===== config.mk =====
export PLATFORM = sky130hd
export DESIGN_NAME = trng_seed_fetch
export DESIGN_NICKNAME = d
export VERILOG_FILES = /design/src/rtl/trng_pkg.sv /design/src/rtl/trng_rct.sv /design/src/rtl/trng_seed_fetch.sv
export SDC_FILE = /design/constraint.sdc
export NUM_CORES = 1
export LEC_CHECK = 0
export ABC_AREA = 1
export CORE_UTILIZATION = 50
export CTS_CLUSTER_DIAMETER = 150
export DETAILED_ROUTE_END_ITERATION = 7
export PLACE_DENSITY = 0.83
export SYNTH_ARGS = -nofsm -noshare
export SYNTH_HDL_FRONTEND = slang
export SYNTH_SLANG_ARGS = --single-unit

===== constraint.sdc =====
create_clock -name clock -period 14.7 [get_ports clock]
set_input_delay 2.94 -clock clock [delete_from_list [all_inputs] [get_ports clock]]
set_output_delay 2.94 -clock clock [all_outputs]
set_load 0.01 [all_outputs]

===== src/rtl/trng_pkg.sv =====
// Shared encodings for the TRNG seed fetch path: FSM state codes and error codes.
package trng_pkg;

    localparam logic [2:0] ST_IDLE  = 3'd0;
    localparam logic [2:0] ST_ARM   = 3'd1;
    localparam logic [2:0] ST_WAIT  = 3'd2;
    localparam logic [2:0] ST_POP   = 3'd3;
    localparam logic [2:0] ST_GAP   = 3'd4;
    localparam logic [2:0] ST_DONE  = 3'd5;
    localparam logic [2:0] ST_ERROR = 3'd6;

    localparam logic [1:0] ERR_NONE    = 2'b00;
    localparam logic [1:0] ERR_RCT     = 2'b01;
    localparam logic [1:0] ERR_TIMEOUT = 2'b10;

endpackage


===== src/rtl/trng_rct.sv =====
// Online repetition-count health test: trips when RCT_LIMIT identical words arrive in a row.
// Held word and count persist across seeds; only reset or clear restarts the test.
module trng_rct #(
    parameter int Dbw       = 32,
    parameter int RCT_LIMIT = 4
) (
    input  logic           clock,
    input  logic           reset,
    input  logic           clear,
    input  logic           en,
    input  logic [Dbw-1:0] word,
    output logic           fail
);

    localparam int CW = $clog2(RCT_LIMIT + 1);

    logic [Dbw-1:0] held_q;
    logic [CW-1:0]  cnt_q, cnt_d;

    // A zero count means nothing has been held yet, so the first word always starts a new run.
    always_comb begin
        cnt_d = CW'(1);
        if (cnt_q != '0 && word == held_q)
            cnt_d = cnt_q + CW'(1);
    end

    assign fail = en && (cnt_d == CW'(RCT_LIMIT));

    always_ff @(posedge clock or posedge reset) begin
        if (reset) begin
            held_q <= '0;
            cnt_q  <= '0;
        end else if (clear) begin
            held_q <= '0;
            cnt_q  <= '0;
        end else if (en) begin
            held_q <= word;
            cnt_q  <= cnt_d;
        end
    end

endmodule


===== src/rtl/trng_seed_fetch.sv =====
// Pops SEED_WORDS words from the TRNG memory on a start pulse, health-tests each word,
// and presents the packed seed with valid/ack; stalls or RCT failures end in a sticky error.
module trng_seed_fetch #(
    parameter int Dbw        = 32,
    parameter int SEED_WORDS = 8,
    parameter int RCT_LIMIT  = 4,
    parameter int TIMEOUT    = 1024
) (
    input  logic                      clock,
    input  logic                      reset,
    input  logic                      start,
    output logic                      busy,
    output logic                      seed_valid,
    input  logic                      seed_ack,
    output logic [SEED_WORDS*Dbw-1:0] seed_out,
    output logic                      trng_ren,
    output logic                      trng_read,
    input  logic                      trng_valid,
    input  logic [Dbw-1:0]            trng_out,
    output logic                      health_err,
    output logic [1:0]                err_code,
    input  logic                      clear_err
);

    import trng_pkg::*;

    localparam int IW = $clog2(SEED_WORDS);
    localparam int TW = $clog2(TIMEOUT + 1);
    localparam logic [IW-1:0] IDX_LAST = IW'(SEED_WORDS - 1);
    localparam logic [TW-1:0] TMO_HIT  = TW'(TIMEOUT);

    logic [2:0]                state_q, state_d;
    logic [IW-1:0]             idx_q, idx_d;
    logic [TW-1:0]             tmo_q, tmo_d;
    logic [1:0]                err_q, err_d;
    logic [SEED_WORDS*Dbw-1:0] seed_q, seed_d;
    logic                      rct_fail;
    logic                      rct_clear;

    assign rct_clear = (state_q == ST_ERROR) && clear_err;

    trng_rct #(
        .Dbw       (Dbw),
        .RCT_LIMIT (RCT_LIMIT)
    ) u_rct (
        .clock (clock),
        .reset (reset),
        .clear (rct_clear),
        .en    (state_q == ST_POP),
        .word  (trng_out),
        .fail  (rct_fail)
    );

    // The timeout counter falls back to zero in every non-WAIT state, so each WAIT entry starts fresh.
    always_comb begin
        state_d = state_q;
        idx_d   = idx_q;
        tmo_d   = '0;
        err_d   = err_q;
        seed_d  = seed_q;
        case (state_q)
            ST_IDLE: if (start) begin
                state_d = ST_ARM;
                idx_d   = '0;
                seed_d  = '0;
            end
            ST_ARM:  state_d = ST_WAIT;
            ST_WAIT: begin
                if (trng_valid) begin
                    state_d = ST_POP;
                end else begin
                    tmo_d = tmo_q + TW'(1);
                    if (tmo_d == TMO_HIT) begin
                        state_d = ST_ERROR;
                        err_d   = ERR_TIMEOUT;
                    end
                end
            end
            ST_POP: begin
                seed_d[idx_q*Dbw +: Dbw] = trng_out;
                if (rct_fail) begin
                    state_d = ST_ERROR;
                    err_d   = ERR_RCT;
                end else if (idx_q == IDX_LAST) begin
                    state_d = ST_DONE;
                end else begin
                    idx_d   = idx_q + IW'(1);
                    state_d = ST_GAP;
                end
            end
            ST_GAP:  state_d = ST_WAIT;
            ST_DONE: if (seed_ack) state_d = ST_IDLE;
            ST_ERROR: if (clear_err) begin
                state_d = ST_IDLE;
                err_d   = ERR_NONE;
            end
            default: state_d = ST_IDLE;
        endcase
    end

    always_ff @(posedge clock or posedge reset) begin
        if (reset) begin
            state_q <= ST_IDLE;
            idx_q   <= '0;
            tmo_q   <= '0;
            err_q   <= ERR_NONE;
            seed_q  <= '0;
        end else begin
            state_q <= state_d;
            idx_q   <= idx_d;
            tmo_q   <= tmo_d;
            err_q   <= err_d;
            seed_q  <= seed_d;
        end
    end

    assign busy       = (state_q != ST_IDLE);
    assign seed_valid = (state_q == ST_DONE);
    assign trng_ren   = (state_q == ST_ARM) || (state_q == ST_WAIT) ||
                        (state_q == ST_POP) || (state_q == ST_GAP);
    assign trng_read  = (state_q == ST_POP);
    assign health_err = (state_q == ST_ERROR);
    assign err_code   = err_q;
    assign seed_out   = seed_q;

endmodule


==> flow_summary.toml, run 1 <==
[logic_synthesis]
syn-instance-count = 1497
netlist_area_um2 = 13170
avgSynthCellArea_um2 = 8.795
synth_most_common_cell = "dfrtp_1"
ys.flop_type = "dfrtp_1"
synth_area_leaders = "dfrtp_1 (59%), nand2_1 (8.7%), o21ai_0 (7.7%)"
yosysTopAreaCell = "dfrtp_1"
synth_fp_nets = 1545
synth-seq-cells = 310
synthArstFlopShare_pct = 100.0
synth_edf_count = 0
yosys-top-cells-count = "dfrtp_1 (310), nand2_1 (304), o21ai_0 (202), inv_1 (200), nand3_1 (156)"
synth_seq_area_share_pct = 58.92
ys_types = 27
ys_warn_count = 0
yosysTopAreaCellShare_pct = 58.92

[setup_path]
cp.arrival_ns = 5.77
crit_fanout = 75
startpoint_type = "primary input"
cp-end-kind = "flip-flop"
crit_required_ns = 15.17
critical_path_class = "primary input to flip-flop"

[route]
wl_per_cell_um = 19.46
drc = 0
wirelength_mm = 41.23
vias = 11930
ant_nets = 0
via_per_inst = 5.630
dr.pass1.iters = 6
first_iter_violations = 1216

[clocking]
cts-resized-gates = 0
cts_made_buffers = 31
cts_buffer_depth = 3
cts_tree = "built"
cts_hold_buf = 0
htreeDepth = 1
clk_latency_ns = 0.57
path_clk_slew_ns = 0.06
cts_sinks = 310
cts_setup_buffers = 0
cts_root_buf = "clkbuf_16"

[place]
place_hpwl_mm = 27.90
dp_cells = 2061
gp_congestion = 0.9362
placed_area_um2 = 16380
io_buffers = 300

[floorplan]
dieArea_um2 = 26990
ios = 301
die_h_um = 164.3
rows = 59
initial_utilization_pct = 50.81
core-area_um2 = 25910
fp.dieW_um = 164.3

[timing]
worstMarginPinSlew_ns = 1.130
skew_ns = 0.01258
report.final.slew_viol_count = 0
setup_tns_ns = 0
hold_viol = 0
rsz0062_at_grt = "false"
relSlewSlack_pct = 24.49
period_minus_slack_ns = 5.304
period_share_pct = 36.08
fmax_mhz = 188.5
finalSetupViolCount = 0

[global_route]
grt.overflow.total = 0
grt_use_total_pct = 30.74
grt_pass1_vias = 11610
grt_pass1_wl_mm = 63.76
grt_max_degree = 191
antenna_found_initial = 0

[layout]
fin_util_pct = 67.78
nets = 1807
n_antenna_cell = 0
final_area_um2 = 17560
drive_above_1_share_pct = 4.652
area_growth_pct = 33.38
finalNonFillerCells = 2119

[power]
ir_drop_mv = 0.09451
p_leak_nw = 7.768
powerDensity_nw_per_um2 = 145.4

[outcome]
status = "finished clean"

[hold_path]
hold_path_class = "flip-flop to flip-flop"

[job]
max-cap-violations = 0
[metal layers]
| layer | track usage, % | wire length, um | vias up |
|---|---|---|---|
| li1 | - | - | 5367 |
| met1 | 42.95 | 17150 | 5816 |
| met2 | 47.97 | 19240 | 648 |
| met3 | 5.581 | 3468 | 100 |
| met4 | 11.36 | 1371 | 0 |
| met5 | 0 | 0 | - |
[final cells by class]
type / instances / area, um2
flip-flops and latches: 310 / 7757
well taps: 335 / 419.2
multi-input cells: 901 / 4324
fillers: 1980 / 8349
inverters: 201 / 762.0
clock inverters: 15 / 267.8
repair buffers: 314 / 3120
clock buffers: 43 / 910.9
[sequential cells by signal, summed over array words and instances (netlist names)]
signal / cells
err_code: 2
idx_q: 3
seed_out: 256
state_q: 3
tmo_q: 11
u_rct.cnt_q: 3
u_rct.held_q: 32
[cell usage in the layout, fill, tap and decap left out, types with 4 or more instances in the layout]
cell type        netlist  final
nand4_1                7      7
clkbuf_8               0      9
clkbuf_16              0     31
bufinv_16              0      7
o22ai_1               66     66
nor3_1                27     27
nand2_1              304    302
inv_1                200    199
nand3_1              156    156
nor2_1                82     80
dfrtp_1              310    310
o21ai_0              202    202
xor2_1                 5      5
o21ai_1               13      9
xnor2_1               11     11
buf_4                  0     13
clkdlybuf4s50_1        0    300
ha_1                  10     10
a21oi_1                6      6
o21ai_2                0      4
[stage by stage]
step | hold slack (ns) | worst slack, ns | total power (W)
floorplan | 0.4549 | 3.187 | 0.001402
global placement | 0.4691 | 8.966 | 0.001632
detailed placement | 0.4733 | 8.888 | 0.001654
CTS | 0.4882 | 9.413 | 0.002549
global route | 0.4993 | 9.208 | 0.002658
finish | 0.4846 | 9.396 | 0.002553
[power breakdown]
part | internal (W) | switching [W]
sequential | 0.000942 | 0.0000677
combinational | 0.000211 | 0.000434
clock | 0.000556 | 0.000342
total | 0.00171 | 0.000844
[worst max-delay path: stages]
cell,delay (ns)
clkdlybuf4s50_1,0.50
nand2_4,0.61
buf_4,0.67
nand2_1,0.25
o21ai_2,0.12
buf_4,0.39
nand2_1,0.14
o21ai_0,0.12
[path summary, 6_finish.rpt]
| path | slack (ns) | to | from | cells after the start |
|---|---|---|---|---|
| max | 9.40 | seed_out[119]$_DFFE_PP0P_ | start | 8 |
| min | 0.48 | seed_out[110]$_DFFE_PP0P_ | seed_out[110]$_DFFE_PP0P_ | 2 |
| max reg2reg | 10.47 | seed_out[143]$_DFFE_PP0P_ | idx_q[0]$_DFFE_PP0P_ | 8 |
| min reg2reg | 0.48 | seed_out[110]$_DFFE_PP0P_ | seed_out[110]$_DFFE_PP0P_ | 2 |
| max in group asynchronous | 10.20 | seed_out[219]$_DFFE_PP0P_ | reset | 3 |
| min in group asynchronous | 2.94 | seed_out[102]$_DFFE_PP0P_ | reset | 2 |
[cell families after synthesis]
group                      after synthesis  share of synthesized area [%]
and+or+nand+nor                        581                          18.64
DFF                                    310                          58.92
AOI/OAI and AO/OA                      294                          11.96
buffers and inverters                  286                          8.467
xor gates and xnor gates                16                          1.064
adders and majority gates               10                         0.9503
(Power assumes the default switching activity.)
==> run 2: changes to the inputs <==
--- a/config.mk
+++ b/config.mk
@@ -6,10 +6,10 @@
 export NUM_CORES = 1
 export LEC_CHECK = 0
 export ABC_AREA = 1
-export CORE_UTILIZATION = 50
+export CORE_UTILIZATION = 46
 export CTS_CLUSTER_DIAMETER = 150
 export DETAILED_ROUTE_END_ITERATION = 7
-export PLACE_DENSITY = 0.83
+export PLACE_DENSITY = 0.8
 export SYNTH_ARGS = -nofsm -noshare
 export SYNTH_HDL_FRONTEND = slang
 export SYNTH_SLANG_ARGS = --single-unit
==> constraint.sdc (replaced) <==
create_clock -name clock -period 4.72 [get_ports clock]
set_input_delay 0.944 -clock clock [delete_from_list [all_inputs] [get_ports clock]]
set_output_delay 0.944 -clock clock [all_outputs]
set_load 0.01 [all_outputs]
==> flow_summary.toml, run 2 (synthesis results as in run 1) <==
[floorplan]
rows = 61
die_h_um = 171.2
dieArea_um2 = 29300
initial_utilization_pct = 47.13
core-area_um2 = 27930
ios = 301
fp.dieW_um = 171.2

[route]
ant_nets = 0
vias = 11760
first_iter_violations = 1163
dr.pass1.iters = 5
via_per_inst = 5.425
wirelength_mm = 41.36
drc = 0
wl_per_cell_um = 19.08

[timing]
skew_ns = 0.008971
hold_viol = 0
rsz0062_at_grt = "false"
report.final.slew_viol_count = 0
fmax_mhz = 306.7
period_share_pct = 69.08
hold_ws_ns = 0.4804
relSlewSlack_pct = 26.59
period_minus_slack_ns = 3.260
finalSetupViolCount = 0
worstMarginPinSlew_ns = 1.100

[hold_path]
hold_start = "seed_out[110]$_DFFE_PP0P_"
hold_path_class = "flip-flop to flip-flop"

[layout]
n_antenna_cell = 0
nets = 1817
ff_latch_area_um2 = 7757
mostFrequentLayoutCells = "dfrtp_1 (310), nand2_1 (302), clkdlybuf4s50_1 (300)"
drive_above_1_share_pct = 4.749
largest_reg_flops = 256
fillers = 2356
final_area_um2 = 17580
fin_util_pct = 62.92
area_growth_pct = 33.50
final_common_cell = "dfrtp_1"
multiInputGateArea_um2 = 4324

[setup_path]
cp_num_cells = 8
reg2reg_depth = 8
cpPeakStageDelay_ns = 0.72
r2r_end = "seed_out[139]$_DFFE_PP0P_"
cp_num_buf_inv = 2
cp.arrival_ns = 3.65
r2r_slack_ns = 1.46
critPathLaunch = "idx_q[0]$_DFFE_PP0P_"
path_delay_family = "simple AND/OR/NAND/NOR gates"
crit_path_cell_trace = "inv_1 -> ha_1 -> ha_1 -> nor2_1 -> inv_1 -> nor3_1 -> nand2_2 -> o21ai_0"
startpoint_type = "flip-flop"
crit_fanout = 57
critical_path_class = "flip-flop to flip-flop"
crit_required_ns = 5.11
slowest_stage = "dfrtp_1"
cp-end-kind = "flip-flop"
regToRegStartpoint = "idx_q[0]$_DFFE_PP0P_"
crit_path_end = "seed_out[139]$_DFFE_PP0P_"

[place]
gp_congestion = 0.9164
placed_area_um2 = 16500
place_hpwl_mm = 28.88
io_buffers = 300

[clocking]
cts_sinks = 310
cts_root_buf = "clkbuf_16"
cts_setup_buffers = 0
cts_tree = "built"
cts-resized-gates = 0
cts_hold_buf = 0
path_clk_slew_ns = 0.06
htreeDepth = 2
cts_buffer_depth = 3
cts_made_buffers = 34
clk_latency_ns = 0.50

[job]
max-cap-violations = 0

[power]
p_leak_nw = 7.752
power.total_w = 0.007732
ir_drop_mv = 0.3420
powerDensity_nw_per_um2 = 439.9

[global_route]
grt_pass1_wl_mm = 64.99
grt_use_total_pct = 28.57
grt.overflow.total = 0
grt_max_degree = 121
antenna_found_initial = 0
grt_pass1_vias = 11650

[outcome]
status = "finished clean"
## run 2: cell count changes in the layout (fill, tap and decap cells not counted), sizes merged
| cell | before | now |
|---|---|---|
| buf | 14 | 21 |
| bufinv | 7 | 1 |
| clkbuf | 43 | 47 |
| clkinv | 5 | 8 |
| inv | 203 | 200 |
| clkinvlp | 1 | 2 |
## run 2: worst min path at each step
stage / endpoint / slack [ns] / depth (start not counted)
final: seed_out[110]$_DFFE_PP0P_ / 0.48 / 2
after global routing: seed_out[104]$_DFFE_PP0P_ / 0.51 / 2
after CTS: seed_out[110]$_DFFE_PP0P_ / 0.49 / 2
after detailed placement: seed_out[69]$_DFFE_PP0P_ / 0.46 / 2
after global placement: seed_out[115]$_DFFE_PP0P_ / 0.47 / 2
after floorplan: tmo_q[0]$_DFF_PP0_ / 0.45 / 1
## run 2: through the flow
step	setup TNS [ns]	cells	setup WS, ns
after floorplan	-108.79	1497	-0.3509
after global placement	0	2111	1.676
after detailed placement	0	2111	1.455
after CTS	0	2168	1.421
after global routing	0	2168	1.108
final	0	2168	1.460
## run 2: metal layers
| metal | up-vias | track usage [%] | share of wire (%) |
|---|---|---|---|
| li1 | 5381 | - | - |
| met1 | 5749 | 38.88 | 41 |
| met2 | 550 | 45.55 | 47 |
| met3 | 81 | 5.453 | 8.5 |
| met4 | 0 | 10.64 | 3.3 |
| met5 | - | 0 | 0 |
## run 2: final cells by class
type / instances / area share, %
Sequential cell: 310 / 44.13
Multi-Input combinational cell: 901 / 24.60
Timing Repair Buffer: 321 / 18.12
Clock buffer: 47 / 5.652
Inverter: 201 / 4.314
Tap cell: 378 / 2.691
Clock inverter: 10 / 0.4841
## run 2: worst min-delay path: stages (launching register included)
cell and delay (ns):
dfrtp_1 0.34, nand2_1 0.05, o21ai_0 0.06
## run 2: report_power, final
group	internal, W	leakage [nW]	switching, W
clock network	0.00153	0.532	0.00106
registers	0.00294	4.26	0.000190
logic	0.000667	2.96	0.00136
total	0.00513	7.75	0.00260
